<file path="config.mk">
export PLATFORM = sky130hd
export DESIGN_NAME = store_write_buffer
export DESIGN_NICKNAME = d
export VERILOG_FILES = /design/src/rtl/store_write_buffer.sv
export SDC_FILE = /design/constraint.sdc
export NUM_CORES = 1
export LEC_CHECK = 0
export CAP_MARGIN = 30
export CORE_ASPECT_RATIO = 0.7
export CORE_MARGIN = 2
export CORE_UTILIZATION = 52
export CTS_BUF_LIST = sky130_fd_sc_hd__clkbuf_4 sky130_fd_sc_hd__clkbuf_8 sky130_fd_sc_hd__clkbuf_16
export CTS_CLUSTER_SIZE = 40
export DETAILED_ROUTE_END_ITERATION = 8
export PLACE_DENSITY = 0.74
export SLEW_MARGIN = 20
export SYNTH_ARGS = -nofsm -noshare
export SYNTH_HDL_FRONTEND = slang
export SYNTH_SLANG_ARGS = --single-unit
</file>
<file path="constraint.sdc">
create_clock -name clock -period 6.9 [get_ports clock]
set_clock_uncertainty 0.15 [all_clocks]
set_input_delay 1.035 -clock clock [delete_from_list [all_inputs] [get_ports clock]]
set_output_delay 1.035 -clock clock [all_outputs]
set_load 0.01 [all_outputs]
</file>
<file path="src/rtl/store_write_buffer.sv">
// store_write_buffer: posted-write FIFO between the write-through D-cache and data memory,
// with store-to-load forwarding. Define WB_COALESCE_EN to merge stores to an already-pending word.
module store_write_buffer #(
  parameter int DEPTH      = 4,
  parameter int ADDR_WIDTH = 32,
  parameter int DATA_WIDTH = 32
) (
  input  logic                  clock,
  input  logic                  reset_n,
  input  logic                  wrValid,
  input  logic [ADDR_WIDTH-1:0] wrAddress,
  input  logic [DATA_WIDTH-1:0] wrData,
  output logic                  wrReady,
  input  logic [ADDR_WIDTH-1:0] lookupAddress,
  output logic                  lookupHit,
  output logic [DATA_WIDTH-1:0] lookupData,
  output logic                  memReq,
  output logic [ADDR_WIDTH-1:0] memAddress,
  output logic [DATA_WIDTH-1:0] memWriteData,
  input  logic                  memAck,
  output logic                  bufferEmpty
);
  localparam int PTR_W = $clog2(DEPTH);
  localparam int CNT_W = PTR_W + 1;
  localparam int WA_W  = ADDR_WIDTH - 2;
  localparam logic [CNT_W-1:0] FULL = CNT_W'(DEPTH);

  typedef enum logic {S_IDLE, S_REQ} state_t;

  logic [WA_W-1:0]       entry_addr_q [DEPTH];
  logic [WA_W-1:0]       entry_addr_d [DEPTH];
  logic [DATA_WIDTH-1:0] entry_data_q [DEPTH];
  logic [DATA_WIDTH-1:0] entry_data_d [DEPTH];
  logic [DEPTH-1:0]      valid_q, valid_d;
  logic [PTR_W-1:0]      head_q, head_d, tail_q, tail_d;
  logic [CNT_W-1:0]      count_q, count_d;
  state_t                state_q, state_d;
  logic                  mem_req_q, mem_req_d;
  logic [WA_W-1:0]       mem_addr_q, mem_addr_d;
  logic [DATA_WIDTH-1:0] mem_data_q, mem_data_d;

  logic [WA_W-1:0]  wr_word, lk_word;
  logic [PTR_W-1:0] l_idx;
  logic             coal_hit, push, pop;
  logic             unused_low_bits;

  assign wr_word         = wrAddress[ADDR_WIDTH-1:2];
  assign lk_word         = lookupAddress[ADDR_WIDTH-1:2];
  assign unused_low_bits = ^{wrAddress[1:0], lookupAddress[1:0]};

`ifdef WB_COALESCE_EN
  logic [PTR_W-1:0] coal_idx;
  logic [PTR_W-1:0] c_idx;

  // The head is skipped: it is either in flight or being latched for launch this edge.
  always_comb begin
    coal_hit = 1'b0;
    coal_idx = head_q;
    c_idx    = head_q;
    for (int i = 1; i < DEPTH; i++) begin
      c_idx = head_q + PTR_W'(i);
      if (valid_q[c_idx] && (entry_addr_q[c_idx] == wr_word)) begin
        coal_hit = 1'b1;
        coal_idx = c_idx;
      end
    end
  end
`else
  assign coal_hit = 1'b0;
`endif

  assign wrReady = (count_q != FULL) || coal_hit;
  assign push    = wrValid && wrReady && !coal_hit;
  assign pop     = (state_q == S_REQ) && memAck;

  always_comb begin
    entry_addr_d = entry_addr_q;
    entry_data_d = entry_data_q;
    valid_d      = valid_q;
    head_d       = head_q;
    tail_d       = tail_q;
    count_d      = count_q;
    if (push) begin
      entry_addr_d[tail_q] = wr_word;
      entry_data_d[tail_q] = wrData;
      valid_d[tail_q]      = 1'b1;
      tail_d               = tail_q + PTR_W'(1);
    end
`ifdef WB_COALESCE_EN
    if (wrValid && coal_hit) begin
      entry_data_d[coal_idx] = wrData;
    end
`endif
    if (pop) begin
      valid_d[head_q] = 1'b0;
      head_d          = head_q + PTR_W'(1);
    end
    if (push && !pop) begin
      count_d = count_q + CNT_W'(1);
    end else if (pop && !push) begin
      count_d = count_q - CNT_W'(1);
    end
  end

  // Drain FSM: IDLE always spends a cycle before REQ, which leaves a gap between writes.
  always_comb begin
    state_d    = state_q;
    mem_req_d  = mem_req_q;
    mem_addr_d = mem_addr_q;
    mem_data_d = mem_data_q;
    case (state_q)
      S_IDLE: begin
        if (count_q != '0) begin
          state_d    = S_REQ;
          mem_req_d  = 1'b1;
          mem_addr_d = entry_addr_q[head_q];
          mem_data_d = entry_data_q[head_q];
        end
      end
      S_REQ: begin
        if (memAck) begin
          state_d   = S_IDLE;
          mem_req_d = 1'b0;
        end
      end
    endcase
  end

  always_ff @(posedge clock or negedge reset_n) begin
    if (!reset_n) begin
      state_q    <= S_IDLE;
      count_q    <= '0;
      head_q     <= '0;
      tail_q     <= '0;
      valid_q    <= '0;
      mem_req_q  <= 1'b0;
      mem_addr_q <= '0;
      mem_data_q <= '0;
    end else begin
      state_q    <= state_d;
      count_q    <= count_d;
      head_q     <= head_d;
      tail_q     <= tail_d;
      valid_q    <= valid_d;
      mem_req_q  <= mem_req_d;
      mem_addr_q <= mem_addr_d;
      mem_data_q <= mem_data_d;
    end
  end

  always_ff @(posedge clock) begin
    entry_addr_q <= entry_addr_d;
    entry_data_q <= entry_data_d;
  end

  // Walk oldest to youngest so the youngest match is the one left standing.
  always_comb begin
    lookupHit  = 1'b0;
    lookupData = '0;
    l_idx      = head_q;
    for (int i = 0; i < DEPTH; i++) begin
      l_idx = head_q + PTR_W'(i);
      if (valid_q[l_idx] && (entry_addr_q[l_idx] == lk_word)) begin
        lookupHit  = 1'b1;
        lookupData = entry_data_q[l_idx];
      end
    end
  end

  assign memReq       = mem_req_q;
  assign memAddress   = {mem_addr_q, 2'b00};
  assign memWriteData = mem_data_q;
  assign bufferEmpty  = (count_q == '0) && (state_q == S_IDLE);

endmodule

</file>
* Word-level counts from Yosys, hierarchy flattened *
Cells that the tools add are included.

word-level totals
  word-level logic and storage cells = 130
  register bits = 323
  bits of input ports = 100

operators by class
  add/subtract/negate cells = 6
  bitwise operators = 9
  magnitude comparators = 13
  equal/unequal tests = 7
  reductions and logical operators = 19
  multiplexer cells = 60

operators by type and width
  kind                                                                   number
  32-bit 2-to-1 mux                                                      13
  30-bit 2-to-1 mux                                                      9
  32-bit binary-select mux with 2-bit select                             4
  30-bit binary-select mux with 2-bit select                             4
  128-bit bitwise mux                                                    1
  120-bit bitwise mux                                                    1
  30-bit equality test                                                   4
  32-bit demux with 2-bit select                                         1
  30-bit demux with 2-bit select                                         1
  3-bit >= comparator, second input constant                             5
  2-bit by 3-bit < comparator with 1-bit output, second input constant   5
  2-bit inverter with 3-bit output                                       5
  1-bit 2-to-1 mux                                                       14
  1-bit logical AND                                                      12
  1-bit binary-select mux with 2-bit select                              4
  4-bit 2-to-1 mux                                                       2
  3-bit 2-to-1 mux                                                       2
  2-bit by 1-bit adder with 2-bit output, second input constant          2
  2-bit adder, second input constant                                     2
  4-bit AND                                                              1
  1-bit demux with 2-bit select                                          2
  2-bit by 1-bit >= comparator with 1-bit output, second input constant  2
  2-bit != test, second input constant                                   2
  4-bit inverter                                                         1
  other kinds (12)                                                       15

* Longest topological paths before layout *
  word-level depth = 10
  gate-level depth with buffers = 21
  gate-level depth less buffers = 10

* Worst setup path after synthesis *
Ideal clock, no wire load.

  kind = flip-flop to output port
  start = reg head_q[0]
  end = out lookupData[10]
  arrival time = 4.159 ns
  cell stages (with the launch flop) = 21
  buffers on the path = 10
  path slack = 1.556 ns
  required time = 5.715 ns
  path through = dfrtp_1 -> buf_6 -> buf_12 -> inv_2 -> clkbuf_1 -> buf_2 -> clkbuf_1 -> ha_1 -> buf_6 -> buf_12 -> buf_6 -> mux2i_1 -> nor2_1 -> a221oi_1 -> nand3_1 -> or4_1 -> buf_1 -> buf_2 -> o2111ai_1 -> a21oi_1 -> o22a_1

on the way
  elaborated cells between the ends (all ways) = 51
  those cells by class = add/sub: 3; eq/ne: 4; mux: 36; bitwise: 4; reduce/logical: 4

RTL lines
  item                                                    line      RTL
  start: declaration                                      35        logic [PTR_W-1:0] head_q, head_d, tail_q, tail_d;
  start signal: assignment                                133       head_q <= '0;
  start signal: assignment                                142       head_q <= head_d;
  2-bit adder (*)                                         162       l_idx = head_q + PTR_W'(i);
  net l_idx[0]                                            43        logic [PTR_W-1:0] l_idx;
  2-bit inverter with 3-bit output (implied by the code)  163, 165
  30-bit binary-select mux with 2-bit select              163       if (valid_q[l_idx] && (entry_addr_q[l_idx] == lk_word)) begin
  30-bit 2-to-1 mux (implied by the code) (2 in a row)    163
  30-bit equality test                                    163
  1-bit logical AND                                       163
  32-bit 2-to-1 mux (*)                                   163
  end: declaration                                        16        output logic [DATA_WIDTH-1:0] lookupData,

The timed path passes the listed nets; every way through them passes the cells marked *. The select of a mux whose other input is x is not followed.

* Worst setup path in the final report *
  start = reg head_q[1]
  end = out lookupData[2]

on the way
  cells in the longest elaborated chain, start to end = 10
  elaborated cells between the ends (all ways) = 51
  those cells by class = add/sub: 3; eq/ne: 4; mux: 36; bitwise: 4; reduce/logical: 4

RTL lines
  item                                                                                                                         line
  2-bit by 1-bit adder with 2-bit output / 2-bit inverter with 3-bit output (equally long branches)                            162, 163, 165
  2-bit inverter with 3-bit output (implied by the code) / 30-bit binary-select mux with 2-bit select (equally long branches)  163, 165
  30-bit binary-select mux with 2-bit select / 30-bit 2-to-1 mux (equally long branches)                                       163
  30-bit 2-to-1 mux (implied by the code)                                                                                      163
  30-bit 2-to-1 mux (implied by the code) / 30-bit equality test (equally long branches)                                       163
  30-bit equality test / 1-bit logical AND (equally long branches)                                                             163
  1-bit logical AND / 32-bit 2-to-1 mux (equally long branches)                                                                163
  32-bit 2-to-1 mux (2 in a row)                                                                                               163
  32-bit 2-to-1 mux (*)                                                                                                        163

Mark *: on every way between the ends. The rest lies on a longest branch, timed or not. The select of a mux whose other input is x is not followed.

==> reports/qor.yml <==
status: "finished clean"
vias: 14800
gr-usage-all-layers_pct: 29.3
synth_cells: 1557
coreArea_um2: 38700
cp_common_cell: "mux2i_1"
wire_per_inst_um: 26.8
hold_viol: 0
crit_cells: 13
tightest_slew_ns: 1.00
yosys.area.top_type: "edfxtp_1"
dp_hpwl_um: 40200
finalPower_mw: 11.0
ys_seq_area_share_pct: 45.2
cap_violations: 0
layout_min_cycle_time_ns: 6.74
ioPinCount: 200
fp.dieW_um: 242
drt-initial-drc-count: 1758
dp_slack_ns: 0.824
reg2regPathDepth: 5
place_congestion: 0.955
end_kind: "output port"
timing.final.crit_share_pct: 97.7
path_class: "reg -> out"
rsz0062_at_grt: "false"
synth.area.top_cells: "edfxtp_1 (36%), mux4_2 (21%), dfrtp_1 (9.1%)"
overflow: 0
async_flop_share_pct: 23.2
finalWorstSetupSlack_ns: 0.159
initial_core_util_pct: 53.2
cts_sinks: 323
slowest_stage: "dfrtp_4"
avgSynthCellArea_um2: 13.2
p_leak_nw: 8.46
cts_tree: "yes"
crit_family: "buffers and inverters"
synth_area_um2: 20600
wl_um: 60100
ys_types: 68
clock_latency_ns: 0.54
fillers: 2927
setup_violations: 0
synth_edf_count: 248
synth.most_common_cell: "edfxtp_1"
clk_pin_slew_ns: 0.06
grt_pass1_wl_um: 90700
required_ns: 5.71
final_cell_area_um2: 23900
irDropWorstVdd_mv: 0.349
nets: 1797
fmax_mhz: 148
rows: 60
arrival_ns: 5.56
min_path_type: "in -> async"
h-tree-depth: 2
synth_ff_type: "edfxtp_1"
relSlewSlack_pct: 33.2
path_max_fanout: 32
ys_warn_count: 0
powerDensity_nw_per_um2: 459
ys_ff_latch: 323
grt_max_degree: 66
drive_above_1_share_pct: 19.3
cts_made_buffers: 34
synth_top_area_share_pct: 36.1
slowest_delay_ns: 0.70
viasPerCell: 6.61
drc: 0
synth_common_cells: "edfxtp_1 (248), mux4_2 (194), nand2_1 (178)"
numPortBuffers: 193
antenna_left: 0
drv_slew: 0
die_area_um2: 41300
placed_cell_area_um2: 22700
area_growth_pct: 15.8
root_buffer: "clkbuf_16"
setup_tns_ns: 0
die_h_um: 171
start_kind: "flop"
grt_pass1_vias: 14400
drtPass1Iterations: 6
critPathBufInv: 4
antenna_found_initial: 1
crit_path_cell_trace: "inv_1 > ha_4 > buf_12 > mux2i_1 > mux2i_1 > a222oi_1 > nand3_1 > or4_1 > buf_4 > o2111ai_1 > a21oi_1 > o22a_1 > clkdlybuf4s50_1"
cts_buffer_depth: 3
logic make-up (layout without fill, tap and decap cells):
kind of cell | count (synthesis) | after routing | synth area share, %
simple gates | 356 | 356 | 7.94
flops | 323 | 323 | 45.2
mux | 320 | 320 | 27.9
compound gates | 260 | 260 | 8.79
buf+inv | 190 | 345 | 5.36
xor+xnor | 97 | 97 | 4.12
fa+ha+maj | 10 | 10 | 0.643
other cells | 1 | 4 | 0.0182
area by class of cell:
type                    instances  area [um2]  share of cell area, %
diodes                          2        5.00                 0.0210
clock buffers                  44         962                   4.03
clock inverters                18         193                  0.807
inverters                      49         184                  0.770
multi-input cells            1045       10200                   42.9
flip-flops and latches        323        9330                   39.1
well taps                     527         659                   2.76
repair buffers                234        2310                   9.67
metrics by stage:
step | hold slack (ns) | utilization, % | std cells
global route | 0.323 | 61.7 | 2240
finish | 0.306 | 61.7 | 2242
detailed placement | 0.313 | 58.6 | 2177
global placement | 0.308 | 58.5 | 2176
floorplan | 0.335 | - | 1558
CTS | 0.307 | 61.6 | 2239
metal layers:
layer  share of wire, %  vias up  wire [um]  GRT usage (%)
li1                   -     6358          -              -
met1                 43     7489      25800           43.4
met2                 44      865      26400           43.9
met3                 11      105       6670           7.33
met4                2.1        0       1290           6.47
met5                  0        -          0              0
worst register-to-register path: cells and delay by family (launching register included):
kind,cells,cell delay (ns)
muxes,1,0.62
and+or+nand+nor,2,0.15
DFF,1,0.74
buffers and inverters,2,1.34
repair_timing:
action / 4_1_cts / 5_1_grt
gates resized for setup: 0 / 2
setup endpoints to repair: 0 / 7
hold buffers: 0 / 0
setup buffers: 0 / 0
path summary, 6_finish.rpt:
kind / startpoint / to / slack (ns)
max reg2reg: head_q[0]$_DFFE_PN0P_ / memWriteData[12]$_DFFE_PN0P_ / 3.78
max in group asynchronous: reset_n / head_q[0]$_DFFE_PN0P_ / 5.15
min reg2reg: memWriteData[26]$_DFFE_PN0P_ / memWriteData[26]$_DFFE_PN0P_ / 0.32
max: head_q[1]$_DFFE_PN0P_ / lookupData[2] / 0.16
min: reset_n / mem_addr_q[28]$_DFFE_PN0P_ / 0.31
min in group clock: memWriteData[26]$_DFFE_PN0P_ / memWriteData[26]$_DFFE_PN0P_ / 0.32
cells in the final DEF, fill, tap and decap left out, types with 6 or more instances in the layout:
cell	count
mux2i_1	107
mux4_1	6
inv_1	48
xnor2_1	56
o22ai_1	13
o21ai_0	59
nor2_1	57
clkbuf_4	6
xor2_1	40
o22a_1	32
dfrtp_1	73
clkbuf_16	35
clkdlybuf4s50_1	192
nand2_1	178
nor2b_1	33
a211oi_1	8
a21oi_1	53
nor3_1	6
mux2_2	11
nor4_1	7
ha_1	8
nand4_1	13
o2bb2ai_1	10
nand3_1	39
mux4_2	194
o2111ai_1	35
edfxtp_1	248
buf_4	36
registers in the layout (all words and copies together), names as in the netlist:
| name | count |
|---|---|
| entry_addr_q | 120 |
| tail_q | 2 |
| head_q | 2 |
| memReq | 1 |
| state_q | 1 |
| mem_addr_q | 30 |
| entry_data_q | 128 |
| count_q | 3 |
| valid_q | 4 |
| memWriteData | 32 |
power breakdown:
group,internal (mW),switching (mW)
Sequential,2.66,0.434
Combinational,2.90,3.07
Clock,1.11,0.798
Total,6.67,4.30
No activity file was read; power rests on OpenSTA's default activity.
